**src/rtl/mips_timer_pkg.sv**
```systemverilog
// Shared constants for the mips_timer block: register map, CTRL layout, MODE codes and FSM states.
// Both the bus bridge and the testbench import this package.
package mips_timer_pkg;

    localparam int unsigned BUS_W  = 32;
    localparam int unsigned ADDR_W = 2;

    localparam logic [ADDR_W-1:0] ADDR_CTRL   = 2'd0;
    localparam logic [ADDR_W-1:0] ADDR_PRESET = 2'd1;
    localparam logic [ADDR_W-1:0] ADDR_COUNT  = 2'd2;
    localparam logic [ADDR_W-1:0] ADDR_RSVD   = 2'd3;

    localparam logic [1:0] MODE_ONESHOT = 2'b00;
    localparam logic [1:0] MODE_RELOAD  = 2'b01;

    localparam int unsigned CTRL_EN_BIT   = 0;
    localparam int unsigned CTRL_MODE_LSB = 1;
    localparam int unsigned CTRL_IM_BIT   = 3;
    localparam int unsigned CTRL_W        = 4;

    localparam logic [1:0] ST_IDLE = 2'd0;
    localparam logic [1:0] ST_LOAD = 2'd1;
    localparam logic [1:0] ST_CNT  = 2'd2;
    localparam logic [1:0] ST_INT  = 2'd3;

    typedef struct packed {
        logic       im;
        logic [1:0] mode;
        logic       en;
    } ctrl_t;

    // MODE 1x is deliberately folded onto one-shot.
    function automatic logic is_reload(input logic [1:0] mode);
        return mode == MODE_RELOAD;
    endfunction

endpackage

```
**src/rtl/mips_timer_if.sv**
```systemverilog
// Bus-side signals between the system bus bridge and the timer.
interface mips_timer_if;
    import mips_timer_pkg::*;

    logic [ADDR_W-1:0] addr;
    logic              we;
    logic [BUS_W-1:0]  din;
    logic [BUS_W-1:0]  dout;
    logic              irq;

    modport master (output addr, we, din, input dout, irq);
    modport slave  (input addr, we, din, output dout, irq);

endinterface

```
**src/rtl/mips_timer.sv**
```systemverilog
// Memory-mapped down-counter timer with one-shot (level irq) and auto-reload (pulse irq) modes.
// Drives one HWInt line; registers CTRL/PRESET/COUNT sit at word offsets 0/1/2.
module mips_timer
    import mips_timer_pkg::*;
#(
    parameter int unsigned CNT_W = 32
) (
    input logic         clk,
    input logic         reset,
    mips_timer_if.slave bus
);

    logic [1:0]       r_state;
    ctrl_t            r_ctrl;
    logic [CNT_W-1:0] r_preset;
    logic [CNT_W-1:0] r_count;
    logic             r_irq_flag;

    logic [1:0]       w_state_nxt;
    ctrl_t            w_ctrl_nxt;
    ctrl_t            w_ctrl_wdata;
    logic [CNT_W-1:0] w_preset_nxt;
    logic [CNT_W-1:0] w_count_nxt;
    logic             w_irq_flag_nxt;
    logic             w_flag_set;
    logic             w_flag_fsm_clr;
    logic             w_flag_ack;
    logic             w_en_clr;
    logic             w_ctrl_wr;
    logic             w_preset_wr;

    assign w_ctrl_wr    = bus.we && (bus.addr == ADDR_CTRL);
    assign w_preset_wr  = bus.we && (bus.addr == ADDR_PRESET);
    assign w_ctrl_wdata = ctrl_t'(bus.din[CTRL_W-1:0]);

    // A CTRL write acknowledges only an irq that is visible and stays unmasked, so
    // toggling IM off and back on re-exposes a pending one-shot interrupt.
    assign w_flag_ack = w_ctrl_wr && r_ctrl.im && w_ctrl_wdata.im;

    always_comb begin
        w_state_nxt    = r_state;
        w_count_nxt    = r_count;
        w_flag_set     = 1'b0;
        w_flag_fsm_clr = 1'b0;
        w_en_clr       = 1'b0;
        case (r_state)
            ST_IDLE: begin
                if (r_ctrl.en) begin
                    w_state_nxt = ST_LOAD;
                end
            end
            ST_LOAD: begin
                w_count_nxt = r_preset;
                w_state_nxt = ST_CNT;
            end
            ST_CNT: begin
                if (!r_ctrl.en) begin
                    w_state_nxt = ST_IDLE;
                end else if (r_count > CNT_W'(1)) begin
                    w_count_nxt = r_count - CNT_W'(1);
                end else begin
                    // Covers COUNT of 1 and 0, so PRESET=0 times out like PRESET=1.
                    w_count_nxt = '0;
                    w_flag_set  = 1'b1;
                    w_state_nxt = ST_INT;
                end
            end
            ST_INT: begin
                w_state_nxt = ST_IDLE;
                if (is_reload(r_ctrl.mode)) begin
                    w_flag_fsm_clr = 1'b1;
                end else begin
                    w_en_clr = 1'b1;
                end
            end
            default: begin
                w_state_nxt = ST_IDLE;
            end
        endcase
    end

    always_comb begin
        w_ctrl_nxt = r_ctrl;
        if (w_en_clr) begin
            w_ctrl_nxt.en = 1'b0;
        end
        if (w_ctrl_wr) begin
            w_ctrl_nxt = w_ctrl_wdata;
        end
    end

    assign w_preset_nxt = w_preset_wr ? bus.din[CNT_W-1:0] : r_preset;

    // Set beats any clear on the same edge so no interrupt is lost.
    always_comb begin
        w_irq_flag_nxt = r_irq_flag;
        if (w_flag_set) begin
            w_irq_flag_nxt = 1'b1;
        end else if (w_flag_ack || w_flag_fsm_clr) begin
            w_irq_flag_nxt = 1'b0;
        end
    end

    always_ff @(posedge clk or negedge reset) begin
        if (!reset) begin
            r_state    <= ST_IDLE;
            r_ctrl     <= '0;
            r_preset   <= '0;
            r_count    <= '0;
            r_irq_flag <= 1'b0;
        end else begin
            r_state    <= w_state_nxt;
            r_ctrl     <= w_ctrl_nxt;
            r_preset   <= w_preset_nxt;
            r_count    <= w_count_nxt;
            r_irq_flag <= w_irq_flag_nxt;
        end
    end

    always_comb begin
        bus.dout = '0;
        case (bus.addr)
            ADDR_CTRL:   bus.dout = {{(BUS_W - CTRL_W){1'b0}}, r_ctrl};
            ADDR_PRESET: bus.dout = BUS_W'(r_preset);
            ADDR_COUNT:  bus.dout = BUS_W'(r_count);
            default:     bus.dout = '0;
        endcase
    end

    assign bus.irq = r_irq_flag & r_ctrl.im;

endmodule

```
**src/flat_wrapper.sv**
```systemverilog
// flat-port wrapper written by rule: the top's interface ports become plain ports
module mips_timer_flat import mips_timer_pkg::*;
#(
    parameter int unsigned CNT_W = 32
)
  (clk, reset, bus_addr, bus_we, bus_din, bus_dout, bus_irq);
  mips_timer_if bus_i ();
  input logic clk;
  input logic reset;
  input wire logic [$bits(bus_i.addr)-1:0] bus_addr;
  input wire logic [$bits(bus_i.we)-1:0] bus_we;
  input wire logic [$bits(bus_i.din)-1:0] bus_din;
  output wire logic [$bits(bus_i.dout)-1:0] bus_dout;
  output wire logic [$bits(bus_i.irq)-1:0] bus_irq;
  assign bus_i.addr = bus_addr;
  assign bus_i.we = bus_we;
  assign bus_i.din = bus_din;
  assign bus_dout = bus_i.dout;
  assign bus_irq = bus_i.irq;
  mips_timer #(.CNT_W(CNT_W)) u_core (.clk(clk), .reset(reset), .bus(bus_i));
endmodule
```
**config.mk**
```make
export PLATFORM = sky130hd
export DESIGN_NAME = mips_timer_flat
export DESIGN_NICKNAME = d
export VERILOG_FILES = /design/src/rtl/mips_timer_pkg.sv /design/src/rtl/mips_timer_if.sv /design/src/rtl/mips_timer.sv /design/src/flat_wrapper.sv
export SDC_FILE = /design/constraint.sdc
export NUM_CORES = 1
export LEC_CHECK = 0
export ABC_AREA = 1
export CELL_PAD_IN_SITES_DETAIL_PLACEMENT = 0
export CELL_PAD_IN_SITES_GLOBAL_PLACEMENT = 1
export CORE_UTILIZATION = 42
export CTS_CLUSTER_DIAMETER = 30
export DETAILED_ROUTE_END_ITERATION = 10
export PLACE_DENSITY_LB_ADDON = 0.1
export SETUP_SLACK_MARGIN = 0.4
export SLEW_MARGIN = 15
export SYNTH_ARGS = -nofsm -noshare
export SYNTH_HDL_FRONTEND = slang
export SYNTH_SLANG_ARGS = --single-unit
```
**constraint.sdc**
```tcl
create_clock -name clk -period 4.1 [get_ports clk]
set_input_delay 0.41 -clock clk [delete_from_list [all_inputs] [get_ports clk]]
set_output_delay 0.41 -clock clk [all_outputs]
set_load 0.1 [all_outputs]
```
==> results of run 1 <==
-- worst min-delay path by stage --
stage,startpoint,to,slack (ns),depth (start not counted)
2_1_floorplan,reset,u_core.r_count[0]$_DFFE_PN0P_,0.11,0
3_3_place_gp,u_core.r_ctrl[2]$_DFFE_PN0P_,u_core.r_ctrl[2]$_DFFE_PN0P_,0.47,2
3_5_place_dp,u_core.r_ctrl[2]$_DFFE_PN0P_,u_core.r_ctrl[2]$_DFFE_PN0P_,0.47,2
4_1_cts,reset,u_core.r_preset[25]$_DFFE_PN0P_,0.19,1
5_1_grt,reset,u_core.r_preset[13]$_DFFE_PN0P_,0.22,1
6_report,reset,u_core.r_preset[13]$_DFFE_PN0P_,0.15,1
-- state kept, by name, summed over array words and instances (netlist names) --
register,count
u_core.r_preset,32
u_core.r_irq_flag,1
u_core.r_ctrl,4
u_core.r_state,2
u_core.r_count,32
-- logic make-up (layout without fill, tap and decap cells) --
| kind of cell | Yosys count | after routing | synth area share |
|---|---|---|---|
| AND/OR/NAND/NOR | 257 | 257 | 0.254 |
| AO/OA/AOI/OAI | 123 | 123 | 0.154 |
| adder cells (fa/ha/maj) | 2 | 2 | 0.00597 |
| flip-flops | 71 | 71 | 0.424 |
| XOR/XNOR | 6 | 6 | 0.0125 |
| multiplexers | 28 | 28 | 0.0752 |
| buffers and inverters | 75 | 142 | 0.0749 |
-- synth_stat cells --
library cell  instances
o211ai_1              1
nor2_4                2
nor2_1               90
a21oi_1              66
nand2_1             116
xor2_1                6
inv_2                 2
buf_6                 3
a21oi_4               1
clkbuf_1             10
nor2_2                7
nor3_1                1
dfrtp_1              71
buf_2                 8
o311ai_0              1
o221ai_1              3
ha_1                  2
nand4_1               6
nor3_2                1
nand3_1              34
mux2_2               28
o21ai_0              51
inv_1                52
-- power breakdown --
part	internal (mW)	switching (mW)	total [mW]
logic	0.477	1.21	1.68
clock network	0.354	0.273	0.628
registers	0.945	0.272	1.22
total	1.78	1.75	3.53
-- routing by layer --
metal	vias to the layer above	wire length (µm)	GRT usage
li1	1968	-	-
met1	1805	5370	0.310
met2	78	5270	0.381
met3	14	397	0.0308
met4	0	157	0.0813
met5	-	0	0
-- layout make-up --
class,count,share of cell area
Inverter,54,0.0398
Multi-Input combinational cell,416,0.412
Clock buffer,11,0.0278
Tap cell,133,0.0327
Timing Repair Buffer,73,0.125
Sequential cell,71,0.349
Clock inverter,4,0.0138
-- per-stage QoR --
| step | area (µm²) | setup WS (ns) |
|---|---|---|
| final | 5090 | 1.37 |
| after global routing | 5090 | 1.17 |
| after CTS | 5090 | 1.33 |
| after detailed placement | 4880 | 1.35 |
| after global placement | 4880 | 1.39 |
| after floorplan | 4190 | 0.825 |
==> results.md, run 1 <==
- Outcome: complete, no violations
- Crit path cell chain: clkdlybuf4s50_1, nand2_1, o21ai_0, buf_4
- Starting density of the core: 0.431
- Remaining antenna violation count after routing: 0
- Worst R2R Path Depth: 9
- Area growth syn-to-layout: 21.5%
- Setup CP Type: in2out
- Commonest non-fill, non-tap cell in the layout: nand2_1
- Max-cap viol count: 0
- Tot GR Track Use: 0.230
- Worst hold path type: in2async
- CP Data Arrival Time: between 2 and 2.5 ns
- Syn Inst Count: between 500 and 600
- Core ar.: 9730 µm²
- Final worst path period need: 2.73 ns
- Worst hold-check slack: around 0.15 ns
- CP startpoint: bus_addr[1]
- Pin count of the biggest net entering global routing: 38
- Vias in the first global route: 3,687
- Synth warnings: 0
- Routed WL: 11.2 mm
- Post-CTS Setup Inserts: 0
- Worst Tran Pin Value: roughly 1.0 ns
- Total CTS buffers: 9
- N_diodes: 0
- Vias post-DR: slightly below 4,000
- Final Max Tran Viols: 0
- Post-synth top area share: 0.424
- # setup viols final: 0
- NumNets Final: roughly 660
- Area occupied by multi-input gates: between 2000 and 2500 µm²
- Vias per Instance: approximately 5.1
- Die Width: 102 µm
- Synth Area per Inst: about 7.5 µm²
- DP Wirelength: 7.67 mm
- TritonCTS clock tree: built
- Sequential Area: 1780 µm²
- Initial antenna violation count: 0
- Root Driver: clkbuf_8
- Critical R2R Capture: u_core.r_count[13]$_DFFE_PN0P_
- Synth unique cells: 23
- Layout cells sized above 1: 0.146
- Rel. slew slack: 0.325
- Synthesized flop and latch total: between 70 and 80
- CTS Buffer Depth: 2
- CTS clock-pin slew for the worst setup and hold paths: 0.07 ns
- Seq/Total Area, Yosys: 0.424
- First-pass GRT wire length: 18.3 mm
- P per Cell Area: between 600 and 700 nW/µm²
- CP Max Fanout: 32
- R2R Setup Slk: between 1.5 and 2 ns
- # clock sinks: 71
- Mapped cell area: ~4200 µm²
- Final GP Congestion: about 0.85
- Io pins: 70
- Total power: 3.53 mW
- Drt wl/cell: ~15 µm
- PortBufs: 69
- Peak Freq: 367 MHz
- Hold Vio Cnt, Final: 0
- Syn Nets: 601
- Worst R2R Start: u_core.r_count[0]$_DFFE_PN0P_
- # hold bufs at CTS: 0
- Leakage dissipation: 2.22 nW
- VDD IR-drop max: 0.267 mV
- CTS resizes: 0
- Crit path capture: bus_dout[21]
- Levels on crit path: 4
- Period utilisation layout: 0.665
- Leading cell types in the layout, fill and taps excluded: 116 x nand2_1, 90 x nor2_1, 71 x dfrtp_1, 66 x a21oi_1, 52 x inv_1
- Full die area: about 10,000 µm²
- Final Skew: roughly 0.008 ns
- CP required: between 3 and 4 ns
- TritonRoute pass-1 iters: 4
- Post-Layout Cell Count: approximately 760
- Post-layout util: 0.523
- Slowest CP cell: nand2_1
- Crit path max-delay family: buffers and inverters
- Fill cells: ~980
- Synth area leaders: dfrtp_1 42%, nand2_1 10%, nor2_1 8.1%
- Worst path bufs/invs: 2
- DRC violations left: 0
- RSZ-0062 raised after global routing: false
- Placed Cells: around 750
- GRT overflow: 0
- Rows: 36
- DR iter-0 viols: around 140
- CTS H-tree lvls: 3
- Startpoint types: input pin
- Final TNS setup: 0 ns
- Height of the die: 102 µm
- CP max stage delay: roughly 0.59 ns
- CP endpoint kind: primary output
- Clock latency on the worst-skew pair: roughly 0.36 ns
- Synth area leader: dfrtp_1
Note: power is estimated with default switching activity, not from simulation.
==> run 2, diff against run 1 <==
--- a/config.mk
+++ b/config.mk
@@ -8,7 +8,7 @@
 export ABC_AREA = 1
 export CELL_PAD_IN_SITES_DETAIL_PLACEMENT = 0
 export CELL_PAD_IN_SITES_GLOBAL_PLACEMENT = 1
-export CORE_UTILIZATION = 42
+export CORE_UTILIZATION = 39
 export CTS_CLUSTER_DIAMETER = 30
 export DETAILED_ROUTE_END_ITERATION = 10
 export PLACE_DENSITY_LB_ADDON = 0.1
==> constraint.sdc (replaced) <==
create_clock -name clk -period 2.7 [get_ports clk]
set_input_delay 0.27 -clock clk [delete_from_list [all_inputs] [get_ports clk]]
set_output_delay 0.27 -clock clk [all_outputs]
set_load 0.1 [all_outputs]
==> results.md, run 2 (synthesis gave the netlist of run 1 again) <==
- Largest regs: u_core.r_count x32, u_core.r_preset x32, u_core.r_ctrl x4
- First-pass GRT wire length: 18.9 mm (+3.2%)
- Setup CP Type: in2out
- CP startpoint: bus_addr[1]
- Height of the die: 106 µm (+3.7%)
- Crit path max-delay family: buffers and inverters
- CP Data Arrival Time: 1.91 ns (-0.41 ns)
- Crit path cell chain: clkdlybuf4s50_1, nand2_2, o21ai_0, buf_12
- TritonRoute pass-1 iters: 5 (+1)
- R2R Setup Slk: 0.67 ns (-1.11 ns)
- Rows: 37 (+2.8%)
- Peak Freq: between 400 and 500 MHz
- Drt wl/cell: 14.5 µm (-1.1%)
- Pin count of the biggest net entering global routing: 49 (+29%)
- Fill cells: 1,019 (+3.9%)
- # setup viols final: 0 (unchanged)
- Clock latency on the worst-skew pair: 0.35 ns (about the same)
- Worst Tran Pin Value: 0.648 ns (-0.362 ns)
- CP max stage delay: 0.52 ns (-0.07 ns)
- Comb power frac: 0.502 (+0.025)
- DP Wirelength: 8.02 mm (+4.6%)
- Starting density of the core: 0.404 (-0.0266)
- Full die area: 11,200 µm² (+7.5%)
- Sw power: 2.72 mW (+56%)
- Worst hold path type: in2async
- Leading cell types in the layout, fill and taps excluded: 115 x nand2_1, 90 x nor2_1, 71 x dfrtp_1, 66 x a21oi_1
- Total power: 5.72 mW (+62%)
- CP endpoint kind: primary output
- CTS Buffer Depth: 2 (unchanged)
- Routed WL: 11.2 mm (about the same)
- Slowest CP cell: clkdlybuf4s50_1
- Core ar.: 10,400 µm² (+6.6%)
- Clk pwr share: 0.173 (-0.005)
- Final Max Tran Viols: 0 (unchanged)
- # clock sinks: 71 (unchanged)
- DRC violations left: 0 (unchanged)
- Die Width: 106 µm (+3.7%)
- Area growth syn-to-layout: 33.0%
- Rel. slew slack: 0.568 (+0.242)
- NumNets Final: 668 (+0.60%)
- RSZ-0062 raised after global routing: false
- Worst hold-check slack: 0.455 ns (+0.303 ns)
- Root Driver: clkbuf_8
- Vias per Instance: 5.02 (-0.99%)
- CP Max Fanout: 32 (unchanged)
- Tot GR Track Use: 0.215 (-0.0155)
- Hold Vio Cnt, Final: 0 (unchanged)
- Vias in the first global route: 3,761 (+2.0%)
- Leakage dissipation: 2.37 nW (+6.6%)
- Outcome: complete, no violations
- Final GP Congestion: 0.832 (-1.6%)
- CTS resizes: 0 (unchanged)
- Max-cap viol count: 0 (unchanged)
- N_diodes: 0 (unchanged)
- Final Skew: 0.0108 ns (+0.00303 ns)
- Layout cells sized above 1: 0.158 (+0.0115)
- Worst path bufs/invs: 2 (unchanged)
- Total CTS buffers: 9 (unchanged)
- Finished Cell Area: 5570 µm² (+9.5%)
- Final worst path period need: 2.18 ns
- TritonCTS clock tree: built
- Post-Layout Cell Count: 770 (+1.0%)
- Sequential share of power: 0.325 (-0.020)
- DR iter-0 viols: 192 (+36%)
- PortBufs: 69 (unchanged)
- CTS H-tree lvls: 3 (unchanged)
- Placed Cells: 753 (+0.80%)
- VDD IR-drop max: 0.522 mV (+95%)
- Placed inst area: 5330 µm² (+9.3%)
- Switching Share: 0.476 (-0.0201)
- Vias post-DR: 3,867 (+0.052%)
- GRT overflow: 0 (unchanged)
- Initial antenna violation count: 0 (unchanged)
- Commonest non-fill, non-tap cell in the layout: nand2_1
- Startpoint types: input pin
- Cell-internal power: 3.00 mW (+69%)
- P per Cell Area: 1030 nW/µm² (+48%)
- Worst R2R Start: u_core.r_count[0]$_DFFE_PN0P_
- Remaining antenna violation count after routing: 0 (unchanged)
- Period utilisation layout: 0.806
- CTS clock-pin slew for the worst setup and hold paths: 0.08 ns (about the same)
- Io pins: 70 (unchanged)
- CP required: 2.43 ns (-1.26 ns)
-- run 2: worst paths after layout --
check | cells after the start | to
max | 4 | bus_dout[29]
min | 2 | u_core.r_preset[6]$_DFFE_PN0P_
max reg2reg | 10 | u_core.r_count[29]$_DFFE_PN0P_
min reg2reg | 2 | u_core.r_ctrl[2]$_DFFE_PN0P_
max in group asynchronous | 3 | u_core.r_preset[27]$_DFFE_PN0P_
min in group clk | 3 | u_core.r_ctrl[0]$_DFFE_PN0P_
-- run 2: what timing repair did --
action	in CTS	in global routing
setup buffers	0	0
hold endpoints to repair	23	0
hold buffers	1	0
-- run 2: metal layers --
layer  track usage  vias up  share of wire
met5             0        -              0
met4        0.0625        0          0.011
met3        0.0272       11          0.037
met2         0.336       81           0.45
met1         0.309     1800           0.51
li1              -     1975              -
-- run 2: final cells by class --
class / instances / area, µm² / area share
inverters: 54 / 203 / 0.0364
well taps: 136 / 170 / 0.0305
clock inverters: 5 / 80.1 / 0.0144
multi-input cells: 416 / 2100 / 0.377
repair buffers: 77 / 1090 / 0.196
flip-flops and latches: 71 / 1780 / 0.319
clock buffers: 11 / 151 / 0.0272
-- run 2: through the flow --
stage	TNS [ns]	setup WS, ns	utilization
final	0	0.522	0.538
after CTS	0	0.522	0.538
after floorplan	-6.72	-0.252	-
after detailed placement	0	0.525	0.514
after global routing	0	0.446	0.538
after global placement	0	0.594	0.514
-- run 2: power by group through the flow --
| stage | clock network (mW) | logic [mW] | registers [mW] |
|---|---|---|---|
| 4_1_cts | 1.01 | 2.90 | 1.85 |
| 2_1_floorplan | 0 | 2.06 | 1.75 |
| 5_1_grt | 1.07 | 3.14 | 1.92 |
| 3_3_place_gp | 0 | 2.85 | 1.85 |
| 3_5_place_dp | 0 | 2.89 | 1.87 |
| 6_report | 0.992 | 2.87 | 1.86 |
==> run 3, diff against run 2 <==
--- a/config.mk
+++ b/config.mk
@@ -8,7 +8,7 @@
 export ABC_AREA = 1
 export CELL_PAD_IN_SITES_DETAIL_PLACEMENT = 0
 export CELL_PAD_IN_SITES_GLOBAL_PLACEMENT = 1
-export CORE_UTILIZATION = 39
+export CORE_UTILIZATION = 35
 export CTS_CLUSTER_DIAMETER = 30
 export DETAILED_ROUTE_END_ITERATION = 10
 export PLACE_DENSITY_LB_ADDON = 0.1
==> constraint.sdc (replaced) <==
create_clock -name clk -period 1.9 [get_ports clk]
set_input_delay 0.19 -clock clk [delete_from_list [all_inputs] [get_ports clk]]
set_output_delay 0.19 -clock clk [all_outputs]
set_load 0.1 [all_outputs]
==> results.md, run 3 (synthesis gave the netlist of run 1 again) <==
- DR iter-0 viols: 230 (+20%)
- CTS clock-pin slew for the worst setup and hold paths: 0.06 ns (-0.02 ns)
- Worst hold-check slack: 0.421 ns (-0.0343 ns)
- Root Driver: clkbuf_16
- CP endpoint kind: flip-flop
- Met1 Use GR: 0.317 (+0.00758)
- Core ar.: 11,600 µm² (+12%)
- Placed Cells: 791 (+5.0%)
- Final GP Congestion: 0.837 (+0.65%)
- Io pins: 70 (unchanged)
- Total power: 11.2 mW (+95%)
- Failing checks: DRC
- Routed WL: 14.7 mm (+31%)
- Worst Tran Pin Value: 0.691 ns (+0.0428 ns)
- TritonCTS clock tree: built
- GR peak layer: met2
- # clock sinks: 71 (unchanged)
- Hold Vio Cnt, Final: 0 (unchanged)
- Sequential Area: 1790 µm² (+0.63%)
- R2R Setup Slk: 0.26 ns (-0.41 ns)
- Cell-internal power: 5.99 mW (+100%)
- Final worst path period need: 1.64 ns
- Peak Freq: roughly 610 MHz
- Clk pwr share: 0.170 (-0.003)
- # setup viols final: 0 (unchanged)
- CTS H-tree lvls: 3 (unchanged)
- Outcome: finished with violations
- Leading cell types in the layout, fill and taps excluded: 81 x nand2_1, 62 x dfrtp_1, 55 x nor2_1, 51 x buf_4, 46 x a21oi_1
- Met2 Use GR: 0.397 (+0.0605)
- Placed inst area: 5680 µm² (+6.6%)
- Pin count of the biggest net entering global routing: 37 (-24%)
- Area occupied by multi-input gates: 2950 µm² (+40%)
- Switching Share: 0.463 (-0.0131)
- Initial antenna violation count: 0 (unchanged)
- P per Cell Area: 1490 nW/µm² (+45%)
- CP required: 2.16 ns (-0.27 ns)
- Post-layout util: 0.646 (+0.109)
- Largest regs: u_core.r_count x32, u_core.r_preset x32, u_core.r_ctrl x4
- Vias post-DR: 4,509 (+17%)
- Drt wl/cell: 17.0 µm (+17%)
- CP Data Arrival Time: 1.90 ns (about the same)
- Starting density of the core: 0.362 (-0.0417)
- CP Max Fanout: 4 (-88%)
- Layout cells sized above 1: 0.508 (+0.351)
- Vias per Instance: 5.20 (+3.6%)
- Rows: 39 (+5.4%)
- Startpoint types: flip-flop
- Area growth syn-to-layout: 78.4%
- Post-Layout Cell Count: 867 (+13%)
- Clock latency on the worst-skew pair: 0.34 ns (about the same)
- Tot GR Track Use: 0.240 (+0.0254)
- VDD IR-drop max: 0.982 mV (+88%)
- Worst hold path type: in2reg
- Setup CP Type: reg2reg
- Met3 GRT Util: 0.0474 (+0.0201)
- GRT overflow: 0 (unchanged)
- DRC violations left: 10 (+10)
- Leakage dissipation: 3.18 nW (+34%)
- DP Wirelength: 8.56 mm (+6.8%)
- Final Max Tran Viols: 0 (unchanged)
- Remaining antenna violation count after routing: 0 (unchanged)
- Die Width: 111 µm (+5.5%)
- Fill cells: 972 (-4.6%)
- RSZ-0062 raised after global routing: true
- Height of the die: 111 µm (+5.5%)
- Max-cap viol count: 0 (unchanged)
- Total CTS buffers: 9 (unchanged)
- Final TNS setup: 0 ns (unchanged)
- First-pass GRT wire length: 23.2 mm (+23%)
- CTS Buffer Depth: 2 (unchanged)
- Full die area: 12,400 µm² (+11%)
- Final Worst Setup Slack: 0.259 ns (-0.264 ns)
- Pre-CTS WS: -0.146 ns (-0.671 ns)
- Commonest non-fill, non-tap cell in the layout: nand2_1
- Finished Cell Area: 7470 µm² (+34%)
- Sequential share of power: 0.240 (-0.085)
- N_diodes: 0 (unchanged)
- Final Skew: 0.00637 ns (-0.00444 ns)
- Comb power frac: 0.590 (+0.088)
- TritonRoute pass-1 iters: 8 (+3)
- Period utilisation layout: 0.864
- Vias in the first global route: 4,575 (+22%)
- Rel. slew slack: 0.540 (-0.0279)
- Sw power: 5.17 mW (+90%)
- NumNets Final: 758 (+13%)
- PortBufs: 69 (unchanged)
run 3: worst max-delay path, cell delays in order (launching register included):
cell and delay (ns):
dfrtp_1 0.41, inv_2 0.11, ha_4 0.15, buf_4 0.11
inv_2 0.04, nor2_4 0.15, nand2_4 0.11, o21ai_0 0.22
nand3_1 0.11, a21oi_1 0.14
run 3: layout make-up:
cell class              count  area share
multi-input cells         419       0.394
inverters                  54      0.0306
clock buffers              11      0.0338
flip-flops and latches     71       0.239
repair buffers            164       0.268
clock inverters             5      0.0107
well taps                 143      0.0239
run 3: power by group through the flow:
stage                     Sequential [mW]  Combinational, mW  Clock (mW)
after detailed placement             2.53               4.70           0
after global routing                 2.74               7.01        1.99
after floorplan                      2.49               3.03           0
after global placement               2.50               4.64           0
after CTS                            2.59               5.90        1.93
final                                2.67               6.59        1.90
run 3: final timing paths:
kind                                          startpoint                              to  cells after the start
min                                           bus_din[0]    u_core.r_ctrl[0]$_DFFE_PN0P_                      3
max                        u_core.r_count[0]$_DFFE_PN0P_  u_core.r_count[18]$_DFFE_PN0P_                      9
max reg2reg                u_core.r_count[0]$_DFFE_PN0P_  u_core.r_count[18]$_DFFE_PN0P_                      9
max in group asynchronous                          reset  u_core.r_count[27]$_DFFE_PN0P_                      3
min in group asynchronous                          reset  u_core.r_count[15]$_DFFE_PN0P_                      2
min reg2reg                 u_core.r_ctrl[2]$_DFFE_PN0P_    u_core.r_ctrl[2]$_DFFE_PN0P_                      2
run 3: layer usage:
metal  vias up  share of wire  routed length (µm)
met4         0          0.019                 284
met1      2181           0.44                6530
met3        24          0.055                 808
met5         -              0                   0
met2       133           0.48                7080
li1       2171              -                   -
run 3: repair_timing:
item                                    4_1_cts  5_1_grt
buffers inserted                             30       22
cloned                                        6        1
endpoints found under the setup margin       67       62
hold endpoints to repair                     23        0
pin swaps                                    33       44
hold buffers                                  1        0
resized for setup                           193       88
